==> src/rtl/dphy_pkg.sv <==
// dphy_pkg: shared types and constants for the D-PHY HS receive path.
// Latency: n/a (declarations only).
// Backpressure: n/a (declarations only).
//
// Holds the sync-aligner FSM state type, the default HS leader/sync byte,
// and a helper that maps a detected sync offset to the first payload slice.
package dphy_pkg;

    typedef enum logic [1:0] {
        IDLE   = 2'd0,
        HUNT   = 2'd1,
        LOCKED = 2'd2,
        FAIL   = 2'd3
    } hs_state_t;

    localparam int         SYNC_LEN          = 8;
    localparam logic [7:0] DPHY_SYNC_PATTERN = 8'hB8;

    // Start bit of a payload word inside the two-word window. When the sync
    // byte ends inside the older word the payload is already aligned in the
    // same window; otherwise it starts one word later, so the base wraps
    // back by one word width.
    function automatic int slice_base(input int k, input int data_w);
        return (k + SYNC_LEN <= data_w) ? (k + SYNC_LEN) : (k + SYNC_LEN - data_w);
    endfunction

endpackage

==> src/rtl/sync_offset_encoder.sv <==
// sync_offset_encoder: DATA_W-to-$clog2(DATA_W) priority encoder, highest set bit wins.
// Latency: combinational.
// Backpressure: none.
//
// Ports: req   - one request bit per candidate bit offset
//        idx   - index of the highest set request bit (0 when none)
//        found - at least one request bit is set
module sync_offset_encoder #(
    parameter int DATA_W = 8
) (
    input  logic [DATA_W-1:0]         req,
    output logic [$clog2(DATA_W)-1:0] idx,
    output logic                      found
);

    // Ascending scan: the last hit seen is the highest index.
    always_comb begin
        idx   = '0;
        found = 1'b0;
        for (int i = 0; i < DATA_W; i++) begin
            if (req[i]) begin
                idx   = ($clog2(DATA_W))'(i);
                found = 1'b1;
            end
        end
    end

endmodule

==> src/rtl/hs_sync_aligner.sv <==
// hs_sync_aligner: hunts the D-PHY HS sync byte in a deserialised lane and emits byte-aligned payload.
// Latency: out_valid rises 2 cycles after the in_valid beat that carries the word's last bit.
// Backpressure: none; in_valid=0 cycles freeze the window and hunt counter and produce no output.
//
// Ports: clk, rst (synchronous, active-high), hs_active (lane in HS mode),
//        in_valid/in_data (raw words, bit 0 earliest on the wire),
//        out_valid/out_data (aligned payload), locked, sync_offset, sync_err (hunt timeout pulse).
// Build option: HS_SYNC_ERR_TOLERANT_EN also accepts a sync byte with exactly one bit error,
//               used only when no exact match exists in the same beat.
module hs_sync_aligner
    import dphy_pkg::*;
#(
    parameter int         DATA_W       = 8,
    parameter logic [7:0] SYNC_PATTERN = DPHY_SYNC_PATTERN,
    parameter int         MAX_HUNT     = 32
) (
    input  logic                      clk,
    input  logic                      rst,
    input  logic                      hs_active,
    input  logic                      in_valid,
    input  logic [DATA_W-1:0]         in_data,
    output logic                      out_valid,
    output logic [DATA_W-1:0]         out_data,
    output logic                      locked,
    output logic [$clog2(DATA_W)-1:0] sync_offset,
    output logic                      sync_err
);

    localparam int OFF_W = $clog2(DATA_W);
    localparam int WIN_W = 2 * DATA_W;
    localparam int CNT_W = $clog2(MAX_HUNT + 1);
    localparam int SEL_W = $clog2(DATA_W + 1);

    hs_state_t         state;
    logic [WIN_W-1:0]  win_q;      // {newest word, previous word}
    logic              beat_q;     // win_q was updated by the last accepted beat
    logic [CNT_W-1:0]  hunt_cnt;

    logic [DATA_W-1:0] exact_hit;
    logic [OFF_W-1:0]  exact_idx;
    logic              exact_found;

    logic              hit;
    logic [OFF_W-1:0]  hit_idx;
    logic              hit_emit_now;
    logic [SEL_W-1:0]  hit_sel;
    logic [SEL_W-1:0]  lock_sel;

    always_comb begin
        exact_hit = '0;
        for (int k = 0; k < DATA_W; k++) begin
            exact_hit[k] = (win_q[k +: SYNC_LEN] == SYNC_PATTERN);
        end
    end

    sync_offset_encoder #(.DATA_W(DATA_W)) u_exact_enc (
        .req   (exact_hit),
        .idx   (exact_idx),
        .found (exact_found)
    );

`ifdef HS_SYNC_ERR_TOLERANT_EN
    logic [DATA_W-1:0] near_hit;
    logic [OFF_W-1:0]  near_idx;
    logic              near_found;

    always_comb begin
        near_hit = '0;
        for (int k = 0; k < DATA_W; k++) begin
            near_hit[k] = ($countones(win_q[k +: SYNC_LEN] ^ SYNC_PATTERN) == 1);
        end
    end

    sync_offset_encoder #(.DATA_W(DATA_W)) u_near_enc (
        .req   (near_hit),
        .idx   (near_idx),
        .found (near_found)
    );

    // An exact hit anywhere in the beat outranks every one-bit-error hit.
    assign hit     = exact_found | near_found;
    assign hit_idx = exact_found ? exact_idx : near_idx;
`else
    assign hit     = exact_found;
    assign hit_idx = exact_idx;
`endif

    // Payload word 0 is complete in the matching window only when the sync
    // byte ends inside the older word; otherwise it waits for the next beat.
    assign hit_emit_now = (int'(hit_idx) + SYNC_LEN <= DATA_W);
    assign hit_sel      = SEL_W'(slice_base(int'(hit_idx), DATA_W));
    assign lock_sel     = SEL_W'(slice_base(int'(sync_offset), DATA_W));

    always_ff @(posedge clk) begin
        if (rst) begin
            state       <= IDLE;
            win_q       <= '0;
            beat_q      <= 1'b0;
            hunt_cnt    <= '0;
            out_valid   <= 1'b0;
            out_data    <= '0;
            locked      <= 1'b0;
            sync_offset <= '0;
            sync_err    <= 1'b0;
        end else begin
            out_valid <= 1'b0;
            sync_err  <= 1'b0;
            if (!hs_active) begin
                // Leaving HS: flush everything, including a beat still in flight.
                state    <= IDLE;
                win_q    <= '0;
                beat_q   <= 1'b0;
                hunt_cnt <= '0;
                locked   <= 1'b0;
            end else begin
                beat_q <= 1'b0;
                if (in_valid && state != FAIL) begin
                    win_q  <= {in_data, win_q[WIN_W-1 -: DATA_W]};
                    beat_q <= 1'b1;
                end
                case (state)
                    IDLE: begin
                        state    <= HUNT;
                        hunt_cnt <= '0;
                    end
                    HUNT: begin
                        if (beat_q) begin
                            if (hit) begin
                                state       <= LOCKED;
                                sync_offset <= hit_idx;
                                locked      <= 1'b1;
                                if (hit_emit_now) begin
                                    out_valid <= 1'b1;
                                    out_data  <= win_q[hit_sel +: DATA_W];
                                end
                            end else if (hunt_cnt == CNT_W'(MAX_HUNT - 1)) begin
                                state    <= FAIL;
                                sync_err <= 1'b1;
                            end else begin
                                hunt_cnt <= hunt_cnt + CNT_W'(1);
                            end
                        end
                    end
                    LOCKED: begin
                        if (beat_q) begin
                            out_valid <= 1'b1;
                            out_data  <= win_q[lock_sel +: DATA_W];
                        end
                    end
                    default: begin
                        // FAIL: input is discarded until hs_active drops.
                    end
                endcase
            end
        end
    end

endmodule

==> config.mk <==
export PLATFORM = sky130hd
export DESIGN_NAME = hs_sync_aligner
export DESIGN_NICKNAME = d
export VERILOG_FILES = /design/src/rtl/dphy_pkg.sv /design/src/rtl/sync_offset_encoder.sv /design/src/rtl/hs_sync_aligner.sv
export SDC_FILE = /design/constraint.sdc
export NUM_CORES = 1
export LEC_CHECK = 0
export CORE_MARGIN = 10
export CORE_UTILIZATION = 60
export DETAILED_ROUTE_END_ITERATION = 10
export PLACE_DENSITY = 0.84
export SYNTH_ARGS = -nofsm -noshare
export SYNTH_HDL_FRONTEND = slang
export SYNTH_HIERARCHICAL = 1
export SYNTH_SLANG_ARGS = --single-unit
==> constraint.sdc <==
create_clock -name clk -period 4.3 [get_ports clk]
set_input_delay 1.075 -clock clk [delete_from_list [all_inputs] [get_ports clk]]
set_output_delay 1.075 -clock clk [all_outputs]
set_load 0.01 [all_outputs]
==> results of run 1 <==
## metal layers
layer | track usage [%] | wire length, um
met1 | 18.0 | 2470
met5 | 0 | 0
met4 | 4.31 | 55
met2 | 24.7 | 2380
met3 | 4.49 | 395
## logic make-up after synthesis
logic type	after synthesis	synth area share, %
adders and majority gates	5	2.62
buffers and inverters	24	5.97
muxes	23	12.0
xor gates and xnor gates	4	1.47
DFF	39	32.7
AOI/OAI and AO/OA	63	17.7
and+or+nand+nor	125	27.5
## stage by stage
stage	cell area (um2)	worst slack, ns	power, mW	util, %
2_1_floorplan	2390	1.42	0.405	-
3_3_place_gp	2590	1.13	0.423	69.2
3_5_place_dp	2590	0.898	0.423	69.2
4_1_cts	2700	0.912	0.722	72.1
5_1_grt	2700	0.594	0.741	72.1
6_report	2700	0.906	0.716	72.1
## cell usage in the layout (no fill, tap or decap), types with 2 or more instances in the layout
master and count:
nor3b_1 2, o21ai_1 5, and3_1 3, ha_1 5
inv_1 8, o31ai_1 2, nor2b_1 8, a311oi_1 2
a211oi_1 2, nand2b_1 4, or3_1 3, nand3_1 4
xor2_1 3, mux2i_1 16, o2111ai_1 3, a221oi_1 2
a21oi_1 26, and2b_2 3, nor2_1 19, and4b_1 5
clkdlybuf4s50_1 25, clkbuf_8 5, dfxtp_1 39, nor3_1 11
o22ai_1 3, mux4_2 2, nand2_1 49, nor4bb_1 4
nor4b_1 2, a32oi_1 3, mux2i_4 2
## worst min-delay path, stage by stage, from the launching register on
cell and delay (ns):
dfxtp_1 0.31, nand2_1 0.05, nand2_1 0.04
## final cells by class
class                   instances  area (um2)
fillers                       303        1050
well taps                      48        60.1
repair buffers                 25         250
multi-input cells             220        1470
inverters                       9        33.8
clock buffers                   5        68.8
flip-flops and latches         39         781
clock inverters                 2        37.5
## worst max-delay path by stage
| stage | startpoint | endpoint | slack, ns | depth (start not counted) |
|---|---|---|---|---|
| 2_1_floorplan | win_q[5] | out_data[7] | 1.42 | 10 |
| 5_1_grt | win_q[5] | out_data[7] | 0.59 | 10 |
| 3_5_place_dp | win_q[5] | out_data[7] | 0.90 | 10 |
| 6_report | win_q[5] | out_data[7] | 0.91 | 10 |
| 3_3_place_gp | win_q[5] | out_data[7] | 1.13 | 10 |
| 4_1_cts | win_q[5] | out_data[7] | 0.91 | 10 |
## state kept, by name (all words and copies together) (netlist names)
name	cells
state	2
hunt_cnt	6
sync_offset	3
out_valid	1
beat_q	1
sync_err	1
out_data	8
win_q	16
locked	1
## report_power, final
group / leakage (nW) / internal, mW / switching, mW
Combinational: 0.658 / 0.0196 / 0.0235
Clock: 0.0502 / 0.170 / 0.131
Sequential: 0.315 / 0.365 / 0.00735
==> results.md, run 1 <==
- Hold endpoint: out_data[2]
- Post-synth cell types: 63
- Power density over the cells: 265 mW/mm2
- CP endpoint kind: register
- Ys flop type: dfxtp_1
- YS warnings: 6
- DIE HEIGHT: between 80 and 90 um
- # H-tree levels: 2
- Worst path top cell family by delay: compound AO/OA/AOI/OAI gates
- Hold Slack: between 0.4 and 0.5 ns
- Final HPWL DP: around 3900 um
- Vias per cell: approximately 6.1
- First-pass GRT wire length: 9140 um
- P_leak: about 1.0 nW
- Synth Cell Area: roughly 0.0024 mm2
- EDFF count, synth: 0
- Async set-reset flop share out of synthesis: 0%
- Synth Register Bits: 39
- Synthesis-to-layout area growth: 12.9%
- First-pass detailed-route iteration total: 4
- Routed vias: ~2100
- Slowest stage cell, crit path: o31ai_1
- Die X: ~83 um
- CP peak stage delay: about 0.64 ns
- RR Startpoint: win_q[5]
- Initial antenna violation count: 0
- Unrepaired setup endpoints after global routing: false
- Clk slew on worst S/H paths: around 0.07 ns
- FF-to-FF End: out_data[7]
- Antenna viol nets, final: 0
- Resized Gates After CTS: 0
- Period utilization: 78.9%
- Worst Skew: roughly 0.0078 ns
- Max IR drop VDD: around 0.18 mV
- Minimum clock period: about 3.4 ns
- # clock sinks: 39
- Vias in the first global route: between 2000 and 2500
- Rel. slew slack: between 20% and 30%
- Synth top area share: around a third
- Yosys top cell by area: dfxtp_1
- Skew-Pair Late Insertion Delay: around 0.29 ns
- Final RePlAce weighted congestion: around 0.93
- Worst setup SP type: register
- Post CTS Setup Buffer Count: 0
- Crit-path cells: nor2b_1 > nand3b_1 > nor4b_1 > a21oi_1 > o31ai_1 > mux2i_4 > mux4_2 > or2_0 > a32oi_1 > o21ai_1
- Hold Path Class: register to register
- Post-Syn Area per Cell: about 8.4 um2
- Crit Path Category: register to register
- # setup viols final: 0
- Overflow after GRT: 0
- Hold path depth: 2
- Detailed Route WL: ~5300 um
- Post-synth top cells: 49 x nand2_1, 39 x dfxtp_1, 26 x a21oi_1
- Final Hold Vio Count: 0
- Setup Total Neg Slack: 0 ns
- Tightest Pin Transition: between 1 and 1.5 ns
- Iteration-0 DRC Markers: between 100 and 150
- CP bufs+invs: 0
- Maxcap violations: 0
- PortBufs: 25
- GRT Resource Usage Total: ~15%
- CP required: ~4.5 ns
- Count leader, synth: nand2_1
- Num CTS Buffers: 5
- Ports: 26
- Initial Utilization: between 60% and 70%
- Seq/Total Area, Yosys: 32.7%
- CP Max Fanout: 19
- Synthesized Nets: 300
- Reg2reg setup slack: 0.91 ns
- Wire per inst: 15.2 um
- Hold Buf Count CTS: 0
- Outcome: finished, final reports clean
- R2r worst-path depth: 10
- Clock Tree Root: clkbuf_8
- Fmax: 0.295 GHz
- Final Max Tran Viols: 0
- Dpl cells: 341
- Largest net degree at the start of global routing: 27
- TritonCTS clock tree: built
- Share of layout cells above drive strength 1: 8.00%
- Clock buffer depth: 2
- Post-synthesis instance total: about 280
- Hold path startpoint: out_data[2]
- Die area: a little under 0.007 mm2
- # nets final: around 320
- Worst Path Arrival: ~3.6 ns
- Row Count: 22
- Antenna diodes: 0
- Final non-filler cell total: 348
- Core Region: ~0.0037 mm2
- DRC: 0
- Synth area leaders: dfxtp_1 33%, nand2_1 7.7%, mux2i_1 6.7%
Power figures use the tool's default switching activity.
==> run 2, diff against run 1 <==
Settings changed: CORE_UTILIZATION 60 to 51, PLACE_DENSITY 0.84 to 0.76.
Clock period 4.3 ns to 3 ns, I/O delays scaled along.
==> run 2 against run 1 <==
Effect of this change:
- first-iteration DRC count up 5.3%
- core utilization down 8.3 points
- final cell count grew 5.7%
- setup slack lost 0.80 ns
- critical path depth up 1
- via count up 2.2%
- largest cell class unchanged
- largest power group unchanged
==> results.md, run 2 (synthesis gave the netlist of run 1 again) <==
- Outcome: finished, final reports clean
- Row Count: 24 (+9.1%)
- First-pass GRT wire length: 9580 um (+4.9%)
- Ports: 26 (unchanged)
- Worst Skew: 0.00580 ns (-0.00196 ns)
- Antenna viol nets, final: 0 (unchanged)
- R2r worst-path depth: 11 (+1)
- DIE HEIGHT: 88.5 um (+6.4%)
- Hold Path Class: register to register
- DRC: 0 (unchanged)
- CP Capture Point: out_data[7]
- Vias in the first global route: 2070 (+2.4%)
- Overflow after GRT: 0 (unchanged)
- GRT Resource Usage Total: 15.2% (+0.30 points)
- Hold path depth: 2 (unchanged)
- Crit Path Category: register to register
- P_leak: 1.09 nW (+6.3%)
- Commonest non-fill, non-tap cell in the layout: nand2_1
- Die X: 88.5 um (+6.4%)
- # H-tree levels: 2 (unchanged)
- Final RePlAce weighted congestion: 0.933 (about the same)
- Power density over the cells: 339 mW/mm2 (+28%)
- Maxcap violations: 0 (unchanged)
- Setup Total Neg Slack: 0 ns (unchanged)
- Worst Path Arrival: 3.06 ns (-0.51 ns)
- Hold Buf Count CTS: 0 (unchanged)
- Final Max Tran Viols: 0 (unchanged)
- Fill cells: 406 (+34%)
- Period utilization: 96.5% (+18 points)
- Tightest Pin Transition: 0.704 ns (-0.377 ns)
- Reg2reg setup slack: 0.11 ns (-0.80 ns)
- CP Max Fanout: 7 (-12)
- Final Hold Vio Count: 0 (unchanged)
- Synthesis-to-layout area growth: 18.6%
- Detailed Route WL: 5750 um (+8.5%)
- TritonCTS clock tree: built
- Clock buffer depth: 2 (unchanged)
- Regs by FF count: win_q: 16 flops, out_data: 8 flops, hunt_cnt: 6 flops
- Clk slew on worst S/H paths: 0.07 ns (about the same)
- Post CTS Setup Buffer Count: 0 (unchanged)
- Most flops, register: win_q
- Core Region: 0.00444 mm2 (+19%)
- Initial Utilization: 53.8% (-10 points)
- Max IR drop VDD: 0.279 mV (+57%)
- Max reg flops: 16 (unchanged)
- Design Power: 962 uW (+34%)
- Clock Tree Root: clkbuf_8
- CP required: 3.17 ns (-1.31 ns)
- FF-to-FF End: out_data[7]
- Routed vias: 2177 (+2.2%)
- Most frequent cells in the layout: 49 x nand2_1, 36 x dfxtp_1, 26 x a21oi_1, 25 x clkdlybuf4s50_1, 19 x nor2_1
- CP endpoint kind: register
- # nets final: 333 (+5.0%)
- Vias per cell: 5.92 (-3.3%)
- Critical path origin: win_q[10]
- Unrepaired setup endpoints after global routing: false
- First-pass detailed-route iteration total: 4 (unchanged)
- # clock sinks: 39 (unchanged)
- Final HPWL DP: 4310 um (+11%)
- PortBufs: 25 (unchanged)
- Worst setup SP type: register
- Wire per inst: 15.6 um (+2.6%)
- Share of layout cells above drive strength 1: 14.9% (+6.9 points)
- Minimum clock period: 2.89 ns (-0.500 ns)
- Skew-Pair Late Insertion Delay: 0.29 ns (about the same)
- Die area: 0.00782 mm2 (+13%)
- # setup viols final: 0 (unchanged)
- Antenna diodes: 0 (unchanged)
- Iteration-0 DRC Markers: 139 (+5.3%)
- Largest net degree at the start of global routing: 26 (-3.7%)
- Resized Gates After CTS: 0 (unchanged)
- RR Startpoint: win_q[10]
- Fmax: 0.346 GHz (+17%)
- Initial antenna violation count: 0 (unchanged)
- Num CTS Buffers: 5 (unchanged)
- Rel. slew slack: 53.1% (+25 points)
-- run 2: cell count changes in the layout (fill, tap and decap cells not counted), moves of 2 or more --
cell | previous run | this run
dfxtp_1 | 39 | 36
mux2i_1 | 16 | 14
mux2i_2 | 0 | 2
buf_4 | 0 | 16
dfxtp_2 | 0 | 3
-- run 2: layout make-up --
type,count,area (um2),share of cell area (%)
sequential,39,785,27.7
tap,52,65.1,2.29
clock inverter,1,5.00,0.177
inverter,9,33.8,1.19
multi-input combinational,220,1490,52.7
clock buffer,6,82.6,2.91
timing repair buffer,41,370,13.1
-- run 2: how the worst min path moves through the flow --
stage                startpoint           to  slack (ns)
finish              out_data[2]  out_data[2]        0.43
global route        out_data[2]  out_data[2]        0.47
CTS                 out_data[2]  out_data[2]        0.44
detailed placement  out_data[2]  out_data[2]        0.43
global placement    out_data[2]  out_data[2]        0.42
floorplan              win_q[0]     win_q[0]        0.44
-- run 2: where the power goes --
part	leakage, nW	internal (mW)	switching (mW)	total (mW)
Combinational	0.725	0.0326	0.0374	0.0699
Sequential	0.317	0.523	0.00924	0.532
Clock	0.0470	0.180	0.179	0.359
-- run 2: layer usage --
| metal | share of wire (%) | wire, um | GRT usage (%) |
|---|---|---|---|
| met5 | 0 | 0 | 0 |
| met4 | 1.8 | 104 | 6.46 |
| met3 | 5.7 | 329 | 3.22 |
| met2 | 46 | 2630 | 24.8 |
| met1 | 47 | 2690 | 18.9 |
-- run 2: critical path, cell delays in order (launching register included) --
cell     delay, ns
dfxtp_1       0.49
nor2b_1       0.24
and4b_1       0.27
inv_1         0.06
a21oi_1       0.14
o31ai_1       0.09
buf_4         0.16
mux2i_4       0.23
mux4_2        0.56
or2_0         0.23
a32oi_1       0.22
o21ai_1       0.10
-- run 2: through the flow --
stage / setup WS, ns / cell area (um2) / hold slack (ns) / util, % / instances
2_1_floorplan: 0.117 / 2390 / 0.445 / - / 283
3_3_place_gp: 0.127 / 2720 / 0.425 / 61.1 / 361
3_5_place_dp: 0.0743 / 2720 / 0.430 / 61.1 / 361
4_1_cts: 0.0547 / 2800 / 0.440 / 63.1 / 368
5_1_grt: 0.00726 / 2840 / 0.466 / 63.8 / 368
6_report: 0.106 / 2840 / 0.435 / 63.8 / 368
==> run 3, diff against run 2 <==
--- a/config.mk
+++ b/config.mk
@@ -10,2 +10,3 @@
 export DETAILED_ROUTE_END_ITERATION = 10
+export HOLD_SLACK_MARGIN = 0.1
 export PLACE_DENSITY = 0.76
==> constraint.sdc (replaced) <==
create_clock -name clk -period 3 [get_ports clk]
set_input_delay 0.9 -clock clk [delete_from_list [all_inputs] [get_ports clk]]
set_output_delay 0.9 -clock clk [all_outputs]
set_load 0.01 [all_outputs]
==> run 3 against run 2 <==
Effect of this change:
- routed wire length grew 1.2%
- critical endpoint is now out_data[6]
- largest cell class unchanged
- clock power fell by 2%
- first-iteration DRC count shrank 1.4%
- global-route usage is 0.14 points higher
- largest power group unchanged
==> results.md, run 3 (synthesis gave the netlist of run 1 again) <==
- Final Max Tran Viols: 0 (unchanged)
- Initial antenna violation count: 0 (unchanged)
- P_sw: 236 uW (+4.7%)
- Worst setup SP type: register
- P_leak: 1.09 nW (about the same)
- # clock sinks: 39 (unchanged)
- Vias in the first global route: 2041 (-1.4%)
- Minimum clock period: 2.83 ns (-0.0620 ns)
- Initial Utilization: 53.8% (unchanged)
- Largest net degree at the start of global routing: 26 (unchanged)
- Clock buffer depth: 2 (unchanged)
- Fill cells: 408 (+0.49%)
- CP required: 3.18 ns (about the same)
- # setup viols final: 0 (unchanged)
- Max reg flops: 16 (unchanged)
- Switching share of total power: 24.8% (+1.3 points)
- Design Power: 953 uW (-0.87%)
- Most frequent cells in the layout: 49 x nand2_1, 36 x dfxtp_1, 26 x a21oi_1, 25 x clkdlybuf4s50_1, 19 x nor2_1
- Num CTS Buffers: 5 (unchanged)
- CP Max Fanout: 7 (unchanged)
- Hold Buf Count CTS: 0 (unchanged)
- Skew-Pair Late Insertion Delay: 0.29 ns (about the same)
- Clock Tree Root: clkbuf_8
- Final RePlAce weighted congestion: 0.938 (+0.47%)
- Vias per cell: 5.89 (-0.40%)
- Outcome: finished, final reports clean
- DRC: 0 (unchanged)
- Rel. slew slack: 56.4% (+3.4 points)
- Setup Total Neg Slack: 0 ns (unchanged)
- DIE HEIGHT: 88.5 um (unchanged)
- Antenna viol nets, final: 0 (unchanged)
- Core Region: 0.00444 mm2 (unchanged)
- Sequential power share: 55.8% (+0.4 points)
- TritonCTS clock tree: built
- Hold Path Class: register to register
- Ports: 26 (unchanged)
- Iteration-0 DRC Markers: 137 (-1.4%)
- Antenna diodes: 0 (unchanged)
- Comb pwr share: 7.4% (about the same)
- Die area: 0.00782 mm2 (unchanged)
- Period utilization: 94.4% (-2.1 points)
- First-pass detailed-route iteration total: 4 (unchanged)
- Most flops, register: win_q
- Worst Skew: 0.00433 ns (-0.00148 ns)
- Final Hold Vio Count: 0 (unchanged)
- First-pass GRT wire length: 9740 um (+1.6%)
- Max IR drop VDD: 0.233 mV (-16%)
- Crit Path Category: register to register
- Routed vias: 2186 (+0.41%)
- Row Count: 24 (unchanged)
- Worst Path Arrival: 3.01 ns (-0.05 ns)
- Fmax: 0.353 GHz (+2.2%)
- Synthesis-to-layout area growth: 19.2%
- Power density over the cells: 335 mW/mm2 (-1.3%)
- Tightest Pin Transition: 0.653 ns (-0.0509 ns)
- Clk slew on worst S/H paths: 0.08 ns (about the same)
- Wire per inst: 15.7 um (+0.35%)
- Die X: 88.5 um (unchanged)
- Overflow after GRT: 0 (unchanged)
- Dpl cells: 362 (+0.28%)
- Unrepaired setup endpoints after global routing: false
- # nets final: 335 (+0.60%)
- GRT Resource Usage Total: 15.3% (+0.14 points)
- P_int: 717 uW (-2.6%)
- Final non-filler cell total: 371 (+0.82%)
- # H-tree levels: 2 (unchanged)
- PortBufs: 25 (unchanged)
- Commonest non-fill, non-tap cell in the layout: nand2_1
- Regs by FF count: win_q: 16 flops, out_data: 8 flops, hunt_cnt: 6 flops
- Maxcap violations: 0 (unchanged)
- Share of layout cells above drive strength 1: 16.0% (+1.1 points)
- CP endpoint kind: register
- Detailed Route WL: 5820 um (+1.2%)
- Clk pwr share: 36.8% (-0.6 points)
- Final HPWL DP: 4360 um (+1.3%)
-- run 3: metrics by stage --
step                      worst slack (ns)  hold WS, ns  util, %  cell area, um2
after floorplan                      0.117        0.445        -            2390
after global routing                0.0162        0.462     64.1            2850
after global placement               0.135        0.425     61.3            2720
after CTS                           0.0965        0.442     63.3            2810
final                                0.168        0.437     64.1            2850
after detailed placement             0.117        0.430     61.3            2720
-- run 3: repair_timing --
| item | 4_1_cts | 5_1_grt |
|---|---|---|
| resized for setup | 0 | 9 |
| buffers inserted | 0 | 1 |
| setup endpoints to repair | 0 | 8 |
| endpoints found under the hold margin | 0 | 0 |
-- run 3: path summary, 6_finish.rpt --
kind,to,slack (ns),cells past startpoint,startpoint
max,out_data[6],0.17,12,win_q[10]
min,out_data[2],0.44,2,out_data[2]
max reg2reg,out_data[6],0.17,12,win_q[10]
min reg2reg,out_data[2],0.44,2,out_data[2]
-- run 3: cell type report --
type	instances	area, um2	area share [%]
tap	52	65.1	2.28
clock inverter	3	20.0	0.703
inverter	9	33.8	1.19
multi-input combinational	220	1490	52.3
sequential	39	787	27.6
timing repair buffer	43	385	13.5
clock buffer	5	68.8	2.42
-- run 3: power groups by stage --
stage,clock (mW),sequential (mW),combinational [mW]
finish,0.351,0.532,0.0708
global route,0.387,0.532,0.0784
CTS,0.358,0.532,0.0697
detailed placement,0,0.544,0.0691
global placement,0,0.544,0.0693
floorplan,0,0.541,0.0403
-- run 3: worst max-delay path, cell delays in order (launching register included) --
cell	delay, ns
dfxtp_1	0.49
nor2b_1	0.23
and4b_1	0.26
inv_1	0.05
a21oi_1	0.15
o31ai_1	0.08
buf_4	0.16
or3_1	0.38
o21ai_2	0.29
buf_4	0.19
nor3_1	0.05
a311oi_1	0.30
o21ai_1	0.08
-- run 3: routing by layer --
layer	vias up	track usage [%]	share of wire [%]
met4	0	6.75	2.5
met3	17	3.86	5.7
met1	1008	19.1	47
met5	-	0	0
li1	1096	-	-
met2	65	24.4	45
